[src/rtl/id_exe_stage.sv]
// ID/EXE pipeline register with MEM/WB operand forwarding and load-use bubble insertion.
// Operands handed to the ALU are forwarded combinationally from the latched
// register-file data, so a result arriving from MEM or WB is seen in the same cycle.
module id_exe_stage #(
  parameter int ADDR_W = 5,
  parameter int DATA_W = 32
) (
  input  logic              clk,
  input  logic              rst,
  input  logic              en,
  input  logic              flush,
  input  logic              id_valid,
  input  logic [31:0]       id_pc,
  input  logic [ADDR_W-1:0] id_rs_addr,
  input  logic [ADDR_W-1:0] id_rt_addr,
  input  logic [DATA_W-1:0] id_rs_data,
  input  logic [DATA_W-1:0] id_rt_data,
  input  logic [DATA_W-1:0] id_imm_ext,
  input  logic              id_b_sel,
  input  logic [3:0]        id_alu_oper,
  input  logic              id_wb_en,
  input  logic [ADDR_W-1:0] id_wb_addr,
  input  logic              id_mem_ren,
  input  logic              id_mem_wen,
  input  logic              mem_wb_en,
  input  logic [ADDR_W-1:0] mem_wb_addr,
  input  logic [DATA_W-1:0] mem_data,
  input  logic              wb_wb_en,
  input  logic [ADDR_W-1:0] wb_wb_addr,
  input  logic [DATA_W-1:0] wb_data,
  output logic              load_use_stall,
  output logic              exe_valid,
  output logic [31:0]       exe_pc,
  output logic [DATA_W-1:0] exe_alu_a,
  output logic [DATA_W-1:0] exe_alu_b,
  output logic [3:0]        exe_alu_oper,
  output logic [DATA_W-1:0] exe_rt_fwd,
  output logic              exe_wb_en,
  output logic [ADDR_W-1:0] exe_wb_addr,
  output logic              exe_mem_ren,
  output logic              exe_mem_wen
);

  // ALU operation code for addition; a bubble carries this harmless op.
  localparam logic [3:0] EXE_ALU_ADD = 4'b0010;

  logic              valid_q,   valid_d;
  logic [31:0]       pc_q,      pc_d;
  logic [ADDR_W-1:0] rs_addr_q, rs_addr_d;
  logic [ADDR_W-1:0] rt_addr_q, rt_addr_d;
  logic [DATA_W-1:0] rs_data_q, rs_data_d;
  logic [DATA_W-1:0] rt_data_q, rt_data_d;
  logic [DATA_W-1:0] imm_q,     imm_d;
  logic              b_sel_q,   b_sel_d;
  logic [3:0]        oper_q,    oper_d;
  logic              wb_en_q,   wb_en_d;
  logic [ADDR_W-1:0] wb_addr_q, wb_addr_d;
  logic              mem_ren_q, mem_ren_d;
  logic              mem_wen_q, mem_wen_d;

  logic [DATA_W-1:0] rs_fwd;
  logic [DATA_W-1:0] rt_fwd;

  // Register $0 never forwards; MEM is younger than WB so it wins.
  function automatic logic [DATA_W-1:0] fwd_sel(
    input logic [ADDR_W-1:0] src,
    input logic [DATA_W-1:0] latched,
    input logic              m_en,
    input logic [ADDR_W-1:0] m_addr,
    input logic [DATA_W-1:0] m_data,
    input logic              w_en,
    input logic [ADDR_W-1:0] w_addr,
    input logic [DATA_W-1:0] w_data
  );
    logic [DATA_W-1:0] res;
    res = latched;
    if (src != '0) begin
      if (m_en && (m_addr == src))      res = m_data;
      else if (w_en && (w_addr == src)) res = w_data;
    end
    return res;
  endfunction

  // Same-cycle operand forwarding for both sources.
  always_comb begin
    rs_fwd = fwd_sel(rs_addr_q, rs_data_q, mem_wb_en, mem_wb_addr, mem_data,
                     wb_wb_en, wb_wb_addr, wb_data);
    rt_fwd = fwd_sel(rt_addr_q, rt_data_q, mem_wb_en, mem_wb_addr, mem_data,
                     wb_wb_en, wb_wb_addr, wb_data);
  end

  // A load in EXE whose destination is read by the instruction in ID.
  always_comb begin
    load_use_stall = valid_q && mem_ren_q && wb_en_q && (wb_addr_q != '0) && id_valid &&
                     ((wb_addr_q == id_rs_addr) || (wb_addr_q == id_rt_addr));
  end

  // Next-state: flush beats hold, hold beats stall bubble, else capture ID.
  always_comb begin
    // Hold, with operand data refreshed so a forwarded value survives the stall.
    valid_d   = valid_q;
    pc_d      = pc_q;
    rs_addr_d = rs_addr_q;
    rt_addr_d = rt_addr_q;
    rs_data_d = rs_fwd;
    rt_data_d = rt_fwd;
    imm_d     = imm_q;
    b_sel_d   = b_sel_q;
    oper_d    = oper_q;
    wb_en_d   = wb_en_q;
    wb_addr_d = wb_addr_q;
    mem_ren_d = mem_ren_q;
    mem_wen_d = mem_wen_q;
    if (flush || (en && load_use_stall)) begin
      valid_d   = 1'b0;
      pc_d      = '0;
      rs_addr_d = '0;
      rt_addr_d = '0;
      rs_data_d = '0;
      rt_data_d = '0;
      imm_d     = '0;
      b_sel_d   = 1'b0;
      oper_d    = EXE_ALU_ADD;
      wb_en_d   = 1'b0;
      wb_addr_d = '0;
      mem_ren_d = 1'b0;
      mem_wen_d = 1'b0;
    end else if (en) begin
      valid_d   = id_valid;
      pc_d      = id_pc;
      rs_addr_d = id_rs_addr;
      rt_addr_d = id_rt_addr;
      rs_data_d = id_rs_data;
      rt_data_d = id_rt_data;
      imm_d     = id_imm_ext;
      b_sel_d   = id_b_sel;
      oper_d    = id_alu_oper;
      wb_en_d   = id_wb_en;
      wb_addr_d = id_wb_addr;
      mem_ren_d = id_mem_ren;
      mem_wen_d = id_mem_wen;
    end
  end

  // Pipeline register with synchronous reset.
  always_ff @(posedge clk) begin
    if (rst) begin
      valid_q   <= 1'b0;
      pc_q      <= '0;
      rs_addr_q <= '0;
      rt_addr_q <= '0;
      rs_data_q <= '0;
      rt_data_q <= '0;
      imm_q     <= '0;
      b_sel_q   <= 1'b0;
      oper_q    <= EXE_ALU_ADD;
      wb_en_q   <= 1'b0;
      wb_addr_q <= '0;
      mem_ren_q <= 1'b0;
      mem_wen_q <= 1'b0;
    end else begin
      valid_q   <= valid_d;
      pc_q      <= pc_d;
      rs_addr_q <= rs_addr_d;
      rt_addr_q <= rt_addr_d;
      rs_data_q <= rs_data_d;
      rt_data_q <= rt_data_d;
      imm_q     <= imm_d;
      b_sel_q   <= b_sel_d;
      oper_q    <= oper_d;
      wb_en_q   <= wb_en_d;
      wb_addr_q <= wb_addr_d;
      mem_ren_q <= mem_ren_d;
      mem_wen_q <= mem_wen_d;
    end
  end

  assign exe_valid    = valid_q;
  assign exe_pc       = pc_q;
  assign exe_alu_a    = rs_fwd;
  assign exe_rt_fwd   = rt_fwd;
  assign exe_alu_b    = b_sel_q ? imm_q : rt_fwd;
  assign exe_alu_oper = oper_q;
  assign exe_wb_en    = wb_en_q;
  assign exe_wb_addr  = wb_addr_q;
  assign exe_mem_ren  = mem_ren_q;
  assign exe_mem_wen  = mem_wen_q;

endmodule
[config.mk]
export PLATFORM = sky130hd
export DESIGN_NAME = id_exe_stage
export DESIGN_NICKNAME = d
export VERILOG_FILES = /design/src/rtl/id_exe_stage.sv
export SDC_FILE = /design/constraint.sdc
export NUM_CORES = 1
export LEC_CHECK = 0
export CORE_MARGIN = 1.5
export CORE_UTILIZATION = 30
export DETAILED_ROUTE_END_ITERATION = 16
export GPL_TIMING_DRIVEN = 0
export PLACE_DENSITY = 0.7
export RECOVER_POWER = 25
export SKIP_CTS_REPAIR_TIMING = 1
export SLEW_MARGIN = 20
export SYNTH_ARGS = -nofsm -noshare
export SYNTH_HDL_FRONTEND = slang
export SYNTH_SLANG_ARGS = --single-unit
[constraint.sdc]
create_clock -name clk -period 3.65 [get_ports clk]
set_clock_uncertainty 0.1 [all_clocks]
set_input_delay 0.9125 -clock clk [delete_from_list [all_inputs] [get_ports clk]]
set_output_delay 0.9125 -clock clk [all_outputs]
set_load 0.05 [all_outputs]
# == Word-level counts from Yosys, hierarchy flattened ==
# Cells that the tools add are included.
# W data, S select, Z words.
# totals
word_cells,44
inputBits,232
out_inout_bits,142
register_bits,152
# op_classes
n_mux,9
reduce_logical,16
n_eq_ne,6
# ops
cell,count
$mux W32,9
$eq A5 B5 Y1,6
$reduce_bool A5 Y1,3
$logic_and A1 B1 Y1,10
$logic_or A1 B1 Y1,2
$reduce_or A2 Y1,1

# == Depth between registers and ports, before layout ==
# Gate-level depths: netlist of run 1.
# depth
depth_word,8
ltp_mapped,8
depth_no_buf,5

# == Least setup slack after synthesis of run 1 ==
# Ideal clock, no wire load.
# synth_path
kind,in2out
startpoint,in mem_wb_addr[0]
endpoint,out exe_alu_b[10]
required_time_ns,2.638
path_slack_ns,-0.561
n_path_buf,3
arrival_ns,3.198
stages,8
path_cell_list,xnor2_1 and3_1 buf_2 a211oi_2 buf_4 buf_4 a32oi_1 o31ai_1
# synth_via
elab_chain_cells,5
# synth_rtl
item,line_no,rtl
"start, declared",26,"input logic [ADDR_W-1:0] mem_wb_addr,"
$eq A5 B5 Y1,78,if (m_en && (m_addr == src)) res = m_data;
$logic_and A1 B1 Y1,78,
$mux W32,78,
$mux W32,77,if (src != '0) begin
$mux W32,182,assign exe_alu_b = b_sel_q ? imm_q : rt_fwd;
"end, declared",35,"output logic [DATA_W-1:0] exe_alu_b,"
# No other way between the ends.

# == Final worst setup path of run 1 ==
# layout_path
startpoint,in wb_wb_addr[1]
endpoint,out exe_alu_b[4]
# layout_via
elab_chain_cells,6
# layout_rtl
item,line_no,rtl
"start, declared",29,"input logic [ADDR_W-1:0] wb_wb_addr,"
$eq A5 B5 Y1,79,else if (w_en && (w_addr == src)) res = w_data;
$logic_and A1 B1 Y1,79,
$mux W32,79,
$mux W32,78,
$mux W32,77,
$mux W32,182,
# No other way between the ends.

==> out/metrics.yaml, run 1 <==
status: "finished with violations"
violations: "negative setup slack"
hpwlAfterDp_mm: 37.9
rsz0062_at_grt: "true"
crit_fanout: 7
cts_buffer_depth: 2
grt_pass1_vias: 11342
start_kind: "input port"
hold_path_class: "register to register"
grtUsageMet2_pct: 49.6
internal-power_mw: 3.35
cp-end-kind: "output port"
synth_cell_type_count: 43
setup-violations-final: 76
grt_first_pass_wirelength_mm: 68.7
fp.dieW_um: 181
grt.met3_usage_pct: 7.26
grt_overflow: 0
ys_warn_count: 0
p_comb_share_pct: 30.7
netlist_area_um2: 9500
drive_gt1_share_pct: 27.0
synth_nets: 1369
nets: 1801
final_common_cell: "clkdlybuf4s50_1"
async_reset_ff_share_pct: 0
dr.pass1.iters: 5
numCtsBuffers: 17
seq_power_share_pct: 33.7
n_antenna_cell: 0
synth_ff_type: "dfxtp_1"
cpMostUsedCell: "buf_12"
worstPathRequired_ns: 2.64
seq_area_frac_synth_pct: 32.0
antenna_found_initial: 1
syn_inst: 1137
clkLatencyLatePin_ns: 0.43
synth_edf_count: 0
maxSlewViolCount: 0
period_share_pct: 107
ioPinCount: 374
syn2layout_area_growth_pct: 75.3
wl_per_cell_um: 25.0
cpPeakStageDelay_ns: 0.59
h-tree-depth: 4
final_cell_mix: "clkdlybuf4s50_1 (219), dfxtp_1 (147), nor2_1 (109)"
wl_mm: 49.4
busiest_layer: "met2"
drt_iter0_markers: 814
crit_chain: "clkbuf_2 > xnor2_1 > nand2_2 > or4b_4 > buf_12 > buf_12 > buf_6 > nand3_4 > a31oi_4 > buf_8"
max-slew-margin-rel_pct: 13.4
power.total_mw: 5.27
fmaxAchievable_mhz: 257
r2r_slack_ns: 0.54
core_area_um2: 30900
vias_per_cell: 5.87
powerDensity_nw_per_um2: 316
hold_viol: 0
dpl_worst_slack_ns: -1.58
crit_slowest_cell: "or4b_4"
cts-root-buf: "clkbuf_16"
grt_usage_pct: 27.9
via_count: 11616
place_congestion: 0.970
grt_max_degree: 18
critPathArrivalTime_ns: 2.88
power_switching_share_pct: 36.4
antenna_left: 0
cts_tree: "built"
syn_avg_cell_area_um2: 8.36
die-area_um2: 32800
synth-seq-cells: 152
pwr-share-clk_pct: 35.6
power_switching_mw: 1.92
drc: 0
num_rows: 64
portBuffers: 373
clk_pin_slew_worst_paths_ns: 0.07
max_cap_violations: 0
vdd.ir_drop.worst_mv: 0.253
tightest_slew_ns: 1.29
setup_ws_ns: -0.242
initial_core_util_pct: 30.7
cts_sinks: 152
crit_type: "input port to output port"
fp.dieH_um: 181
cellLeakagePower_nw: 6.39
finalCriticalPeriod_ns: 3.89
fillers: 2765
met1_usage_pct: 32.8
registers in the layout, summed over array words and instances (netlist names):
signal,count
exe_wb_en,1
rs_addr_q,5
exe_wb_addr,5
rs_data_q,32
exe_mem_wen,1
exe_pc,32
rt_addr_q,5
imm_q,32
exe_mem_ren,1
rt_data_q,32
exe_valid,1
exe_alu_oper,4
b_sel_q,1
power by group through the flow:
stage | Sequential, mW | Combinational [mW] | Clock [mW]
3_5_place_dp | 1.80 | 1.44 | 0
2_1_floorplan | 1.84 | 0.756 | 0
4_1_cts | 1.76 | 1.44 | 1.90
5_1_grt | 1.78 | 1.69 | 1.95
6_report | 1.77 | 1.62 | 1.88
3_3_place_gp | 1.80 | 1.43 | 0
path summary, 6_finish.rpt:
check,endpoint,start,depth (start not counted)
setup reg to reg,imm_q[29]$_SDFFE_PP0P_,exe_wb_addr[1]$_SDFFE_PP0P_,7
hold reg to reg,imm_q[16]$_SDFFE_PP0P_,imm_q[16]$_SDFFE_PP0P_,2
hold / removal,imm_q[16]$_SDFFE_PP0P_,imm_q[16]$_SDFFE_PP0P_,2
setup / recovery,exe_alu_b[4],wb_wb_addr[1],10
cell families after synthesis:
| family | after synthesis | synth area share, % |
|---|---|---|
| mux | 87 | 9.16 |
| flops | 152 | 32.0 |
| buf+inv | 187 | 8.33 |
| xor+xnor | 30 | 2.76 |
| simple gates | 281 | 13.6 |
| compound gates | 400 | 34.1 |
critical path, delay by kind of cell:
kind            cells  cell delay [ns]
simple gates        3             0.85
buf+inv             5             0.78
xor+xnor            1             0.21
compound gates      1             0.11
stage by stage:
stage / instances / util [%] / TNS (ns) / cell area, um^2 / hold WS [ns]
floorplan: 1137 / - / -0.155 / 9980 / 0.352
global placement: 1906 / 46.0 / -162.69 / 14200 / 0.366
detailed placement: 1906 / 46.0 / -133.59 / 14200 / 0.379
CTS: 1938 / 47.9 / -132.61 / 14800 / 0.396
global route: 1978 / 53.9 / -19.10 / 16700 / 0.417
finish: 1978 / 53.9 / -8.85 / 16700 / 0.393
area by class of cell:
type	instances	area [um^2]	area share [%]
multi-input cells	800	7340	44.1
repair buffers	413	4190	25.1
flip-flops and latches	152	3050	18.3
plain buffers	127	771	4.62
well taps	396	495	2.97
clock buffers	17	425	2.55
inverters	58	218	1.31
clock inverters	15	174	1.04
cells in the mapped netlist, types with 13 or more instances:
library cell,count,area share (%)
xnor2_1,20,1.8
buf_2,24,1.3
nor3_1,13,0.68
nand3_1,39,2.1
nor2_1,110,4.3
dfxtp_1,152,32
nand2_1,56,2.2
a41oi_2,24,4.1
o2bb2ai_1,20,1.8
a32oi_1,24,2.2
clkbuf_1,89,3.5
inv_1,57,2.3
mux2i_1,87,9.2
o21ai_0,68,3.6
a22o_1,20,1.8
o31ai_1,24,1.9
and2_1,50,3.3
a31oi_1,56,3.7
o41ai_1,56,5.2
a221oi_1,56,5.2
per-layer routing:
layer | share of wire (%) | up-vias
met1 | 38 | 5550
li1 | - | 5249
met2 | 49 | 700
met3 | 9.4 | 117
met5 | 0 | -
met4 | 3.3 | 0
Power figures use the tool's default switching activity.
==> inputs of run 2 (changes only) <==
ABC_CLOCK_PERIOD_IN_PS = 3650   (was default)
==> results of run 2 <==
Same layout as run 1: the final DEF is identical, and so are final timing and power.
